File: src/rtl/vga_if.sv
// vga_if: VGA DAC output bundle carrying the pixel clock, syncs, blank and 8-bit R/G/B.
interface vga_if;
  logic       VGA_CLK;
  logic       VGA_HS;
  logic       VGA_VS;
  logic       VGA_BLANK;
  logic       VGA_SYNC;
  logic [7:0] VGA_R;
  logic [7:0] VGA_G;
  logic [7:0] VGA_B;

  modport master (
    output VGA_CLK, VGA_HS, VGA_VS, VGA_BLANK, VGA_SYNC, VGA_R, VGA_G, VGA_B
  );

  modport slave (
    input VGA_CLK, VGA_HS, VGA_VS, VGA_BLANK, VGA_SYNC, VGA_R, VGA_G, VGA_B
  );
endinterface

File: src/rtl/vga_timing.sv
// vga_timing: VGA timing generator streaming {R,G,B} from a show-ahead FIFO, frame-aligned start.
// Optional macro VGA_UNDERFLOW_CNT_EN adds a saturating 16-bit underflow_cnt output.
module vga_timing #(
  parameter int HDISP  = 800,
  parameter int VDISP  = 480,
  parameter int HFP    = 40,
  parameter int HPULSE = 48,
  parameter int HBP    = 40,
  parameter int VFP    = 13,
  parameter int VPULSE = 3,
  parameter int VBP    = 29
) (
  input  logic        CLK,
  input  logic        NRST,
  input  logic [23:0] rdata,
  input  logic        rempty,
  output logic        rinc,
`ifdef VGA_UNDERFLOW_CNT_EN
  output logic [15:0] underflow_cnt,
`endif
  vga_if.master       vga_ifm
);

  localparam int HTOT = HDISP + HFP + HPULSE + HBP;
  localparam int VTOT = VDISP + VFP + VPULSE + VBP;
  localparam int HW   = $clog2(HTOT + 1);
  localparam int VW   = $clog2(VTOT + 1);

  localparam logic [HW-1:0] H_ACT_END  = HW'(HDISP);
  localparam logic [HW-1:0] H_SYNC_BEG = HW'(HDISP + HFP);
  localparam logic [HW-1:0] H_SYNC_END = HW'(HDISP + HFP + HPULSE);
  localparam logic [HW-1:0] H_LAST     = HW'(HTOT - 1);
  localparam logic [VW-1:0] V_ACT_END  = VW'(VDISP);
  localparam logic [VW-1:0] V_SYNC_BEG = VW'(VDISP + VFP);
  localparam logic [VW-1:0] V_SYNC_END = VW'(VDISP + VFP + VPULSE);
  localparam logic [VW-1:0] V_LAST     = VW'(VTOT - 1);

  typedef enum logic [0:0] {
    WAIT_FIFO = 1'b0,
    RUN       = 1'b1
  } state_e;

  state_e        state_q, state_d;
  logic [HW-1:0] hcnt_q, hcnt_d;
  logic [VW-1:0] vcnt_q, vcnt_d;
  logic          hs_q, hs_d;
  logic          vs_q, vs_d;
  logic          blank_q, blank_d;
  logic [23:0]   rgb_q, rgb_d;
  logic          active_s;
  logic          frame_start_s;
  logic          run_s;
  logic          rinc_s;

  // Counters, frame-start FSM, pop request and next registered outputs
  always_comb begin
    hcnt_d        = hcnt_q + HW'(1);
    vcnt_d        = vcnt_q;
    state_d       = state_q;
    active_s      = (hcnt_q < H_ACT_END) && (vcnt_q < V_ACT_END);
    frame_start_s = (hcnt_q == HW'(0)) && (vcnt_q == VW'(0)) && !rempty;

    if (hcnt_q == H_LAST) begin
      hcnt_d = HW'(0);
      if (vcnt_q == V_LAST) begin
        vcnt_d = VW'(0);
      end else begin
        vcnt_d = vcnt_q + VW'(1);
      end
    end else begin
      vcnt_d = vcnt_q;
    end

    case (state_q)
      WAIT_FIFO: begin
        if (frame_start_s) begin
          state_d = RUN;
        end else begin
          state_d = WAIT_FIFO;
        end
      end
      RUN:     state_d = RUN;
      default: state_d = WAIT_FIFO;
    endcase

    // The frame-start cycle already streams pixel (0,0), so pops follow the next state.
    run_s   = (state_d == RUN);
    rinc_s  = NRST && run_s && active_s && !rempty;
    hs_d    = !((hcnt_q >= H_SYNC_BEG) && (hcnt_q < H_SYNC_END));
    vs_d    = !((vcnt_q >= V_SYNC_BEG) && (vcnt_q < V_SYNC_END));
    blank_d = active_s;
    rgb_d   = rinc_s ? rdata : 24'h000000;
  end

  // State, counters and registered VGA outputs with synchronous active-low reset
  always_ff @(posedge CLK) begin
    if (!NRST) begin
      state_q <= WAIT_FIFO;
      hcnt_q  <= HW'(0);
      vcnt_q  <= VW'(0);
      hs_q    <= 1'b1;
      vs_q    <= 1'b1;
      blank_q <= 1'b0;
      rgb_q   <= 24'h000000;
    end else begin
      state_q <= state_d;
      hcnt_q  <= hcnt_d;
      vcnt_q  <= vcnt_d;
      hs_q    <= hs_d;
      vs_q    <= vs_d;
      blank_q <= blank_d;
      rgb_q   <= rgb_d;
    end
  end

`ifdef VGA_UNDERFLOW_CNT_EN
  logic [15:0] ucnt_q, ucnt_d;

  // Saturating count of streaming active pixels that found the FIFO empty
  always_comb begin
    ucnt_d = ucnt_q;
    if (run_s && active_s && rempty && (ucnt_q != 16'hFFFF)) begin
      ucnt_d = ucnt_q + 16'd1;
    end else begin
      ucnt_d = ucnt_q;
    end
  end

  // Underflow counter register
  always_ff @(posedge CLK) begin
    if (!NRST) begin
      ucnt_q <= 16'h0000;
    end else begin
      ucnt_q <= ucnt_d;
    end
  end

  assign underflow_cnt = ucnt_q;
`endif

  assign rinc              = rinc_s;
  assign vga_ifm.VGA_CLK   = ~CLK;
  assign vga_ifm.VGA_SYNC  = 1'b0;
  assign vga_ifm.VGA_HS    = hs_q;
  assign vga_ifm.VGA_VS    = vs_q;
  assign vga_ifm.VGA_BLANK = blank_q;
  assign vga_ifm.VGA_R     = rgb_q[23:16];
  assign vga_ifm.VGA_G     = rgb_q[15:8];
  assign vga_ifm.VGA_B     = rgb_q[7:0];

endmodule

File: src/flat_wrapper.sv
// flat-port wrapper written by rule: the top's interface ports become plain ports
module vga_timing_flat 
#(
  parameter int HDISP  = 800,
  parameter int VDISP  = 480,
  parameter int HFP    = 40,
  parameter int HPULSE = 48,
  parameter int HBP    = 40,
  parameter int VFP    = 13,
  parameter int VPULSE = 3,
  parameter int VBP    = 29
)
  (CLK, NRST, rdata, rempty, rinc, vga_ifm_VGA_CLK, vga_ifm_VGA_HS, vga_ifm_VGA_VS, vga_ifm_VGA_BLANK, vga_ifm_VGA_SYNC, vga_ifm_VGA_R, vga_ifm_VGA_G, vga_ifm_VGA_B);
  vga_if vga_ifm_i ();
  input  logic CLK;
  input  logic NRST;
  input  logic [23:0] rdata;
  input  logic rempty;
  output logic rinc;
  output wire logic [$bits(vga_ifm_i.VGA_CLK)-1:0] vga_ifm_VGA_CLK;
  output wire logic [$bits(vga_ifm_i.VGA_HS)-1:0] vga_ifm_VGA_HS;
  output wire logic [$bits(vga_ifm_i.VGA_VS)-1:0] vga_ifm_VGA_VS;
  output wire logic [$bits(vga_ifm_i.VGA_BLANK)-1:0] vga_ifm_VGA_BLANK;
  output wire logic [$bits(vga_ifm_i.VGA_SYNC)-1:0] vga_ifm_VGA_SYNC;
  output wire logic [$bits(vga_ifm_i.VGA_R)-1:0] vga_ifm_VGA_R;
  output wire logic [$bits(vga_ifm_i.VGA_G)-1:0] vga_ifm_VGA_G;
  output wire logic [$bits(vga_ifm_i.VGA_B)-1:0] vga_ifm_VGA_B;
  assign vga_ifm_VGA_CLK = vga_ifm_i.VGA_CLK;
  assign vga_ifm_VGA_HS = vga_ifm_i.VGA_HS;
  assign vga_ifm_VGA_VS = vga_ifm_i.VGA_VS;
  assign vga_ifm_VGA_BLANK = vga_ifm_i.VGA_BLANK;
  assign vga_ifm_VGA_SYNC = vga_ifm_i.VGA_SYNC;
  assign vga_ifm_VGA_R = vga_ifm_i.VGA_R;
  assign vga_ifm_VGA_G = vga_ifm_i.VGA_G;
  assign vga_ifm_VGA_B = vga_ifm_i.VGA_B;
  vga_timing #(.HDISP(HDISP), .VDISP(VDISP), .HFP(HFP), .HPULSE(HPULSE), .HBP(HBP), .VFP(VFP), .VPULSE(VPULSE), .VBP(VBP)) u_core (.CLK(CLK), .NRST(NRST), .rdata(rdata), .rempty(rempty), .rinc(rinc), .vga_ifm(vga_ifm_i));
endmodule
File: config.mk
export PLATFORM = sky130hd
export DESIGN_NAME = vga_timing_flat
export DESIGN_NICKNAME = d
export VERILOG_FILES = /design/src/rtl/vga_if.sv /design/src/rtl/vga_timing.sv /design/src/flat_wrapper.sv
export SDC_FILE = /design/constraint.sdc
export NUM_CORES = 1
export LEC_CHECK = 0
export ABC_AREA = 1
export BUFFER_PORTS_ARGS = -buffer_cell sky130_fd_sc_hd__buf_2
export CORE_MARGIN = 4
export CORE_UTILIZATION = 47
export CTS_CLUSTER_SIZE = 20
export DETAILED_ROUTE_END_ITERATION = 10
export GPL_ROUTABILITY_DRIVEN = 0
export PLACE_DENSITY = 0.83
export SLEW_MARGIN = 20
export SYNTH_ARGS = -nofsm -noshare
export SYNTH_HDL_FRONTEND = slang
export SYNTH_SLANG_ARGS = --single-unit
File: constraint.sdc
create_clock -name CLK -period 1.5 [get_ports CLK]
set_clock_uncertainty 0.15 [all_clocks]
set_input_delay 0.15 -clock CLK [delete_from_list [all_inputs] [get_ports CLK]]
set_output_delay 0.15 -clock CLK [all_outputs]
set_load 0.005 [all_outputs]
Yosys cells after proc, flatten, opt, wreduce, memory -nomap -nowiden
Index checks and enable logic that the tools add are counted.
{"block": "word_totals", "wordCells": 38, "output_inout_bits": 30, "regBits": 48}
{"block": "classes", "order_cmp": 6, "eq_ne": 2, "add_sub_neg": 2, "bitwise_logic": 3, "n_reduce_logical": 15, "n_mux": 3}
{"cell": "$add A10 B1 Y10 const B", "count": 2}
{"cell": "$eq A10 B10 Y1 const B", "count": 2}
{"cell": "$logic_not A10 Y1", "count": 2}
{"cell": "$lt A10 B10 Y1 const B", "count": 2}
{"cell": "$lt A10 B9 Y1 const B", "count": 2}
{"cell": "$ge A10 B10 Y1 const B", "count": 1}
{"cell": "$ge A10 B9 Y1 const B", "count": 1}
{"cell": "$mux W10", "count": 1}
{"cell": "$logic_and A1 B1 Y1", "count": 8}
{"cell": "$logic_not A1 Y1", "count": 3}
{"cell": "$not A1 Y1", "count": 3}
{"cell": "$pmux W1 S2", "count": 1}
{"cell": "$reduce_and A2 Y1", "count": 1}
{"cell": "$reduce_or A2 Y1", "count": 1}
{"cell": "$mux W1", "count": 1}

Depth between registers and ports, before layout
Gate-level depths: netlist of the first run.
{"block": "depth", "ltp_word": 9, "depth_mapped": 9, "ltp_nobuf": 9}

==> results.json, run 1 <==
{
  "yosysWarnings": 0,
  "final_layout_size_suffix_gt1_share_pct": 47.0,
  "crit_chain": "inv_2, ha_4, nand3b_1, nor2_1, nand3_1, nand2_1, nand2_2, buf_4, buf_8, clkbuf_16, nor2_1",
  "fin_tns_setup_ns": -10.84,
  "arrival_ns": 1.97,
  "clkPwrFrac_pct": 40.8,
  "grt_setup_unrepaired": "yes",
  "crit_fanout": 4,
  "cts.reportedPaths.clkPinSlew_ns": 0.11,
  "netSwitchingFraction_pct": 27.4,
  "first_pass_iters": 9,
  "pre_cts_ws_ns": -0.0792,
  "cts_buffer_depth": 2,
  "fin_crit_ns": 1.87,
  "grt_usage_pct": 26.6,
  "antenna_left": 0,
  "synth_top_family_by_area": "simple AND/OR/NAND/NOR gates",
  "yosysTopAreaCellShare_pct": 45.1,
  "cp-end-kind": "register",
  "synth_area_um2": 2130,
  "fin_crit_sh_pct": 125,
  "clock_latency_ns": 0.31,
  "maxCapViolCount": 0,
  "critical_path_class": "register to register",
  "placementRows": 24,
  "synthMuxAreaShare_pct": 0,
  "synth_area_leader_cell": "dfxtp_1",
  "critPathMostFrequentCell": "nor2_1",
  "fp.dieArea_um2": 5670,
  "internal_power_mw": 2.10,
  "synthCells": 286,
  "grt_pass1_wl_mm": 11.2,
  "clock.fmax_mhz": 534,
  "cp.required_ns": 1.60,
  "status": "finished with violations",
  "multiInputGateArea_um2": 1170,
  "final_nets": 447,
  "cts-root-buf": "clkbuf_8",
  "fill_cells": 212,
  "hold_viol": 0,
  "io_buffer_count": 55,
  "pwr-share-seq_pct": 46.0,
  "ys.flop_type": "dfxtp_1",
  "hp-class": "input pin to register",
  "routed_wl_mm": 8.72,
  "wl_per_cell_um": 18.7,
  "fin_ws_ns": -0.373,
  "ys_seq_area_share_pct": 45.1,
  "area.growth.synth_to_final_pct": 66.5,
  "p_sw_uw": 790,
  "synth.distinct_cells": 25,
  "crit_buf_inv": 4,
  "start_util_pct": 48.6,
  "grt_max_degree": 18,
  "comb_power_share_pct": 13.2,
  "yosys-top-cells-area": "dfxtp_1 (45%), inv_1 (11%), nand2_1 (9.3%)",
  "worst_setup_path_start_kind": "register",
  "detail_route.vias_per_cell": 5.57,
  "grt_overflow": 0,
  "violations": "negative setup slack",
  "syn_avg_cell_area_um2": 7.45,
  "antenna_cells": 0,
  "htreeDepth": 2,
  "synth_compound_area_share_pct": 4.29,
  "place_hpwl_mm": 3.63,
  "p_per_area_nw_per_um2": 813,
  "synth_edf_count": 0,
  "crit_family": "simple AND/OR/NAND/NOR gates",
  "cts_tree": "yes",
  "first_global_vias": 2408,
  "seq_area_um2": 976,
  "grt_antenna_before_repair": 0,
  "yosys.area_share.adder_pct": 3.52,
  "setup_violations": 45,
  "die_y_um": 75.3,
  "core_um2": 4380,
  "synth_simple_gate_area_share_pct": 33.1,
  "slew_viol_final": 0,
  "async_flop_share_pct": 0,
  "drtIter0Drc": 482,
  "leakage_nw": 1.71,
  "num_vias": 2602,
  "syn_nets": 319,
  "hold_ws_ns": 0.138,
  "ys_ff_latch": 48,
  "drc": 0,
  "die_x_um": 75.3,
  "synth_xor_area_share_pct": 0.411,
  "io_pins": 57,
  "slowest_stage": "dfxtp_2",
  "ir_drop_uv": 576,
  "max_stage_delay_ns": 0.35,
  "cts_buffers": 5
}
[cells by family (layout without fill, tap and decap cells)]
| group | count (synthesis) | count (layout) |
|---|---|---|
| and+or+nand+nor | 146 | 146 |
| buffers and inverters | 67 | 196 |
| DFF | 48 | 48 |
| AOI/OAI and AO/OA | 17 | 17 |
| adders and majority gates | 6 | 6 |
| other | 1 | 1 |
| xor gates and xnor gates | 1 | 1 |
[flip-flops by register name (all words and copies together), names as in the netlist]
register and count:
u_core.vga_ifm.VGA_HS 1, u_core.vga_ifm.VGA_BLANK 1, u_core.rgb_q 24, u_core.hcnt_q 10, u_core.state_q 1, u_core.vga_ifm.VGA_VS 1, u_core.vcnt_q 10
[worst paths after layout]
path               startpoint         endpoint  slack, ns  cells past startpoint
min reg2reg    u_core.state_q   u_core.state_q       0.32                      2
max reg2reg  u_core.vcnt_q[0]  u_core.rgb_q[4]      -0.37                     11
max          u_core.vcnt_q[0]  u_core.rgb_q[4]      -0.37                     11
min                    rempty   u_core.state_q       0.14                      5
[area by class of cell]
class                   instances  share of cell area (%)
flip-flops and latches         48                    27.5
well taps                      52                    1.83
clock inverters                 4                   0.811
clock buffers                   9                    3.46
inverters                      61                    6.52
multi-input cells             171                    33.1
repair buffers                122                    26.8
[cell usage after synthesis, types with 2 or more instances]
cell,count
buf_6,4
nor2_4,3
nand3_1,17
nand4_1,8
dfxtp_1,48
o21ai_0,4
ha_1,6
inv_2,2
inv_1,60
nor2_1,32
o22ai_1,2
a21oi_1,10
nor3_1,5
nand3b_1,2
nor2_2,20
nand2_2,2
nand2_1,53
[worst min-delay path, cell delays in order]
cell      delay (ns)
buf_2           0.10
nand3b_1        0.12
nor2_1          0.06
nand3_1         0.08
a21oi_1         0.06
[stage by stage]
stage                     instance area, um2  power, mW  util, %  std cells
after floorplan                         2140       1.46        -        286
after global placement                  2630       1.56     60.0        414
after detailed placement                2630       1.57     60.0        414
after CTS                               3250       2.74     74.0        459
after global routing                    3550       2.98     80.9        467
final                                   3550       2.89     80.9        467
[timing repair]
action	4_1_cts	5_1_grt
pin swaps	20	14
resized for setup	43	60
endpoints found under the hold margin	25	0
setup endpoints to repair	45	43
buffers inserted	10	8
gates cloned	2	1
hold buffers	25	0
[power by group through the flow]
stage / registers [mW] / logic, mW / clock network (mW)
after floorplan: 1.35 / 0.0950 / 0.0153
after global placement: 1.35 / 0.179 / 0.0371
after detailed placement: 1.35 / 0.183 / 0.0371
after CTS: 1.32 / 0.285 / 1.14
after global routing: 1.33 / 0.401 / 1.25
final: 1.33 / 0.380 / 1.18
[layer usage]
layer	vias to the layer above	wire, um	track usage, %
li1	1121	-	-
met4	0	586	14.6
met2	225	4280	45.7
met5	-	0	0
met1	1196	2900	29.9
met3	60	942	6.99
[cells in the final DEF (no fill, tap or decap), types with 3 or more instances in the layout]
cell	n
nand2_1	43
nor2_4	24
inv_2	7
a21oi_2	7
nor2_1	18
nand2_2	10
buf_6	10
ha_4	3
a21oi_1	3
nand3_1	15
dfxtp_1	38
buf_2	54
buf_4	32
dfxtp_2	9
ha_1	3
nand4_1	8
clkbuf_8	3
clkbuf_16	3
inv_1	54
nor3_1	3
nor2_2	13
dlygate4sd3_1	25
Note: power is estimated with default switching activity, not from simulation.
==> inputs of run 2 (changes only) <==
--- a/config.mk
+++ b/config.mk
@@ -13,6 +13,7 @@
 export DETAILED_ROUTE_END_ITERATION = 10
 export GPL_ROUTABILITY_DRIVEN = 0
 export PLACE_DENSITY = 0.83
+export REMOVE_ABC_BUFFERS = 1
 export SLEW_MARGIN = 20
 export SYNTH_ARGS = -nofsm -noshare
 export SYNTH_HDL_FRONTEND = slang
==> results.json, run 2 (same netlist as run 1, synthesis figures left out) <==
{
  "crit_family": "simple AND/OR/NAND/NOR gates",
  "reg_top3": "u_core.rgb_q x24, u_core.hcnt_q x10, u_core.vcnt_q x10",
  "cts_tree": "yes",
  "cts_buffers": 5,
  "largest_reg_flops": 24,
  "io_buffer_count": 55,
  "status": "finished with violations",
  "fill_cells": 181,
  "regMostFlops": "u_core.rgb_q",
  "crit_chain": "buf_4, ha_4, nand2_4, nor2_4, nand4_1, nand2_2, buf_6, nand2_4, inv_2, nor2_1",
  "violations": "negative setup slack",
  "postPlaceCellArea_um2": 2750,
  "crit_buf_inv": 3,
  "dp_cells": 431,
  "area.growth.synth_to_final_pct": 73.7,
  "clock_latency_ns": 0.31,
  "grt_pass1_wl_mm": 12.6,
  "wl_per_cell_um": 22.7,
  "comb_power_share_pct": 13.3,
  "final_common_cell": "buf_2",
  "leakage_nw": 1.85,
  "cp-end-kind": "register",
  "netSwitchingFraction_pct": 29.7,
  "drtIter0Drc": 599,
  "drc": 0,
  "final_layout_size_suffix_gt1_share_pct": 52.8,
  "antenna_cells": 0,
  "placementRows": 24,
  "layout_common_cells": "buf_2 (53), inv_1 (51), buf_4 (51), nand2_1 (43), dfxtp_1 (31)",
  "cts_buffer_depth": 2,
  "fp.dieArea_um2": 5670,
  "clock.fmax_mhz": 508,
  "pre_cts_ws_ns": -0.153,
  "critPathMostFrequentCell": "nand2_4",
  "internal_power_mw": 2.11,
  "pwr-share-seq_pct": 44.2,
  "slew_viol_final": 0,
  "io_pins": 57,
  "first_pass_iters": 6,
  "fin_crit_sh_pct": 131,
  "p_sw_uw": 890,
  "antenna_left": 0,
  "final_nets": 466,
  "grt_antenna_before_repair": 0,
  "die_x_um": 75.3,
  "cp.required_ns": 1.55,
  "critical_path_class": "register to register",
  "htreeDepth": 2,
  "stdcell_area_um2": 3700,
  "ir_drop_uv": 849,
  "multiInputGateArea_um2": 1170,
  "p_per_area_nw_per_um2": 810,
  "max_stage_delay_ns": 0.38,
  "seq_area_um2": 992,
  "hold_viol": 0,
  "core_um2": 4380,
  "maxCapViolCount": 0,
  "place_hpwl_mm": 3.88,
  "first_global_vias": 2565,
  "grt_setup_unrepaired": "yes",
  "hp-class": "input pin to register",
  "cts-root-buf": "clkbuf_8",
  "grt_overflow": 0,
  "grt_usage_pct": 29.8,
  "grt_max_degree": 17,
  "fin_ws_ns": -0.468,
  "cts.reportedPaths.clkPinSlew_ns": 0.13,
  "arrival_ns": 2.02,
  "worst_setup_path_start_kind": "register",
  "start_util_pct": 48.6,
  "stdcell_count": 486,
  "slowest_stage": "dfxtp_2",
  "fin_crit_ns": 1.97,
  "die_y_um": 75.3,
  "clkPwrFrac_pct": 42.5,
  "setup_violations": 41,
  "routed_wl_mm": 11.0,
  "crit_fanout": 4,
  "num_vias": 2971,
  "detail_route.vias_per_cell": 6.11
}
## run 2: cell types whose count changed in the layout (fill, tap and decap cells not counted), sizes merged
cell | previous run | this run
clkinvlp | 1 | 0
clkinv | 0 | 3
inv | 64 | 62
buf | 100 | 119
## run 2: path summary, 6_finish.rpt
path	from	end	slack, ns	depth (start not counted)
min	rempty	u_core.rgb_q[5]	0.06	6
min reg2reg	u_core.hcnt_q[3]	u_core.hcnt_q[3]	0.42	2
max reg2reg	u_core.hcnt_q[1]	u_core.vcnt_q[3]	-0.47	10
max	u_core.hcnt_q[1]	u_core.vcnt_q[3]	-0.47	10
## run 2: final cells by class
cell class	instances	area share [%]
multi-input cells	171	31.7
inverters	61	6.39
flip-flops and latches	48	26.8
repair buffers	142	29.2
clock inverters	4	0.744
clock buffers	8	3.38
well taps	52	1.76
## run 2: metrics by stage
step | power, mW | setup TNS (ns) | util (%) | hold slack [ns]
2_1_floorplan | 1.45 | -4.85 | - | 0.0265
3_3_place_gp | 1.58 | -0.590 | 62.8 | 0.122
3_5_place_dp | 1.58 | -3.61 | 62.8 | 0.122
4_1_cts | 2.73 | -1.80 | 75.8 | 0.0805
5_1_grt | 3.04 | -9.79 | 84.4 | 0.0758
6_report | 3.00 | -9.33 | 84.4 | 0.0636
## run 2: power groups by stage
stage	logic, mW	clock network (mW)	registers [mW]
after floorplan	0.0823	0.0153	1.35
after global placement	0.190	0.0371	1.35
after detailed placement	0.198	0.0371	1.35
after CTS	0.288	1.12	1.32
after global routing	0.414	1.30	1.33
final	0.398	1.27	1.33
## run 2: repair_timing
item,CTS,global route
hold buffers,25,0
cloned,1,1
pin swaps,14,23
gates resized for setup,47,80
endpoints found under the setup margin,39,38
buffers inserted,11,11
endpoints found under the hold margin,25,0
## run 2: per-layer routing
layer / track usage [%] / part of all wire (%) / up-vias
li1: - / - / 1155
met1: 34.0 / 34 / 1319
met2: 50.0 / 43 / 382
met3: 10.3 / 15 / 115
met4: 13.6 / 7.5 / 0
met5: 1.85 / 0 / -
## run 2: worst min-delay path: stages
cell	delay, ns
buf_2	0.11
nor2_2	0.05
nand2_4	0.08
buf_12	0.10
buf_4	0.18
nor2_4	0.03
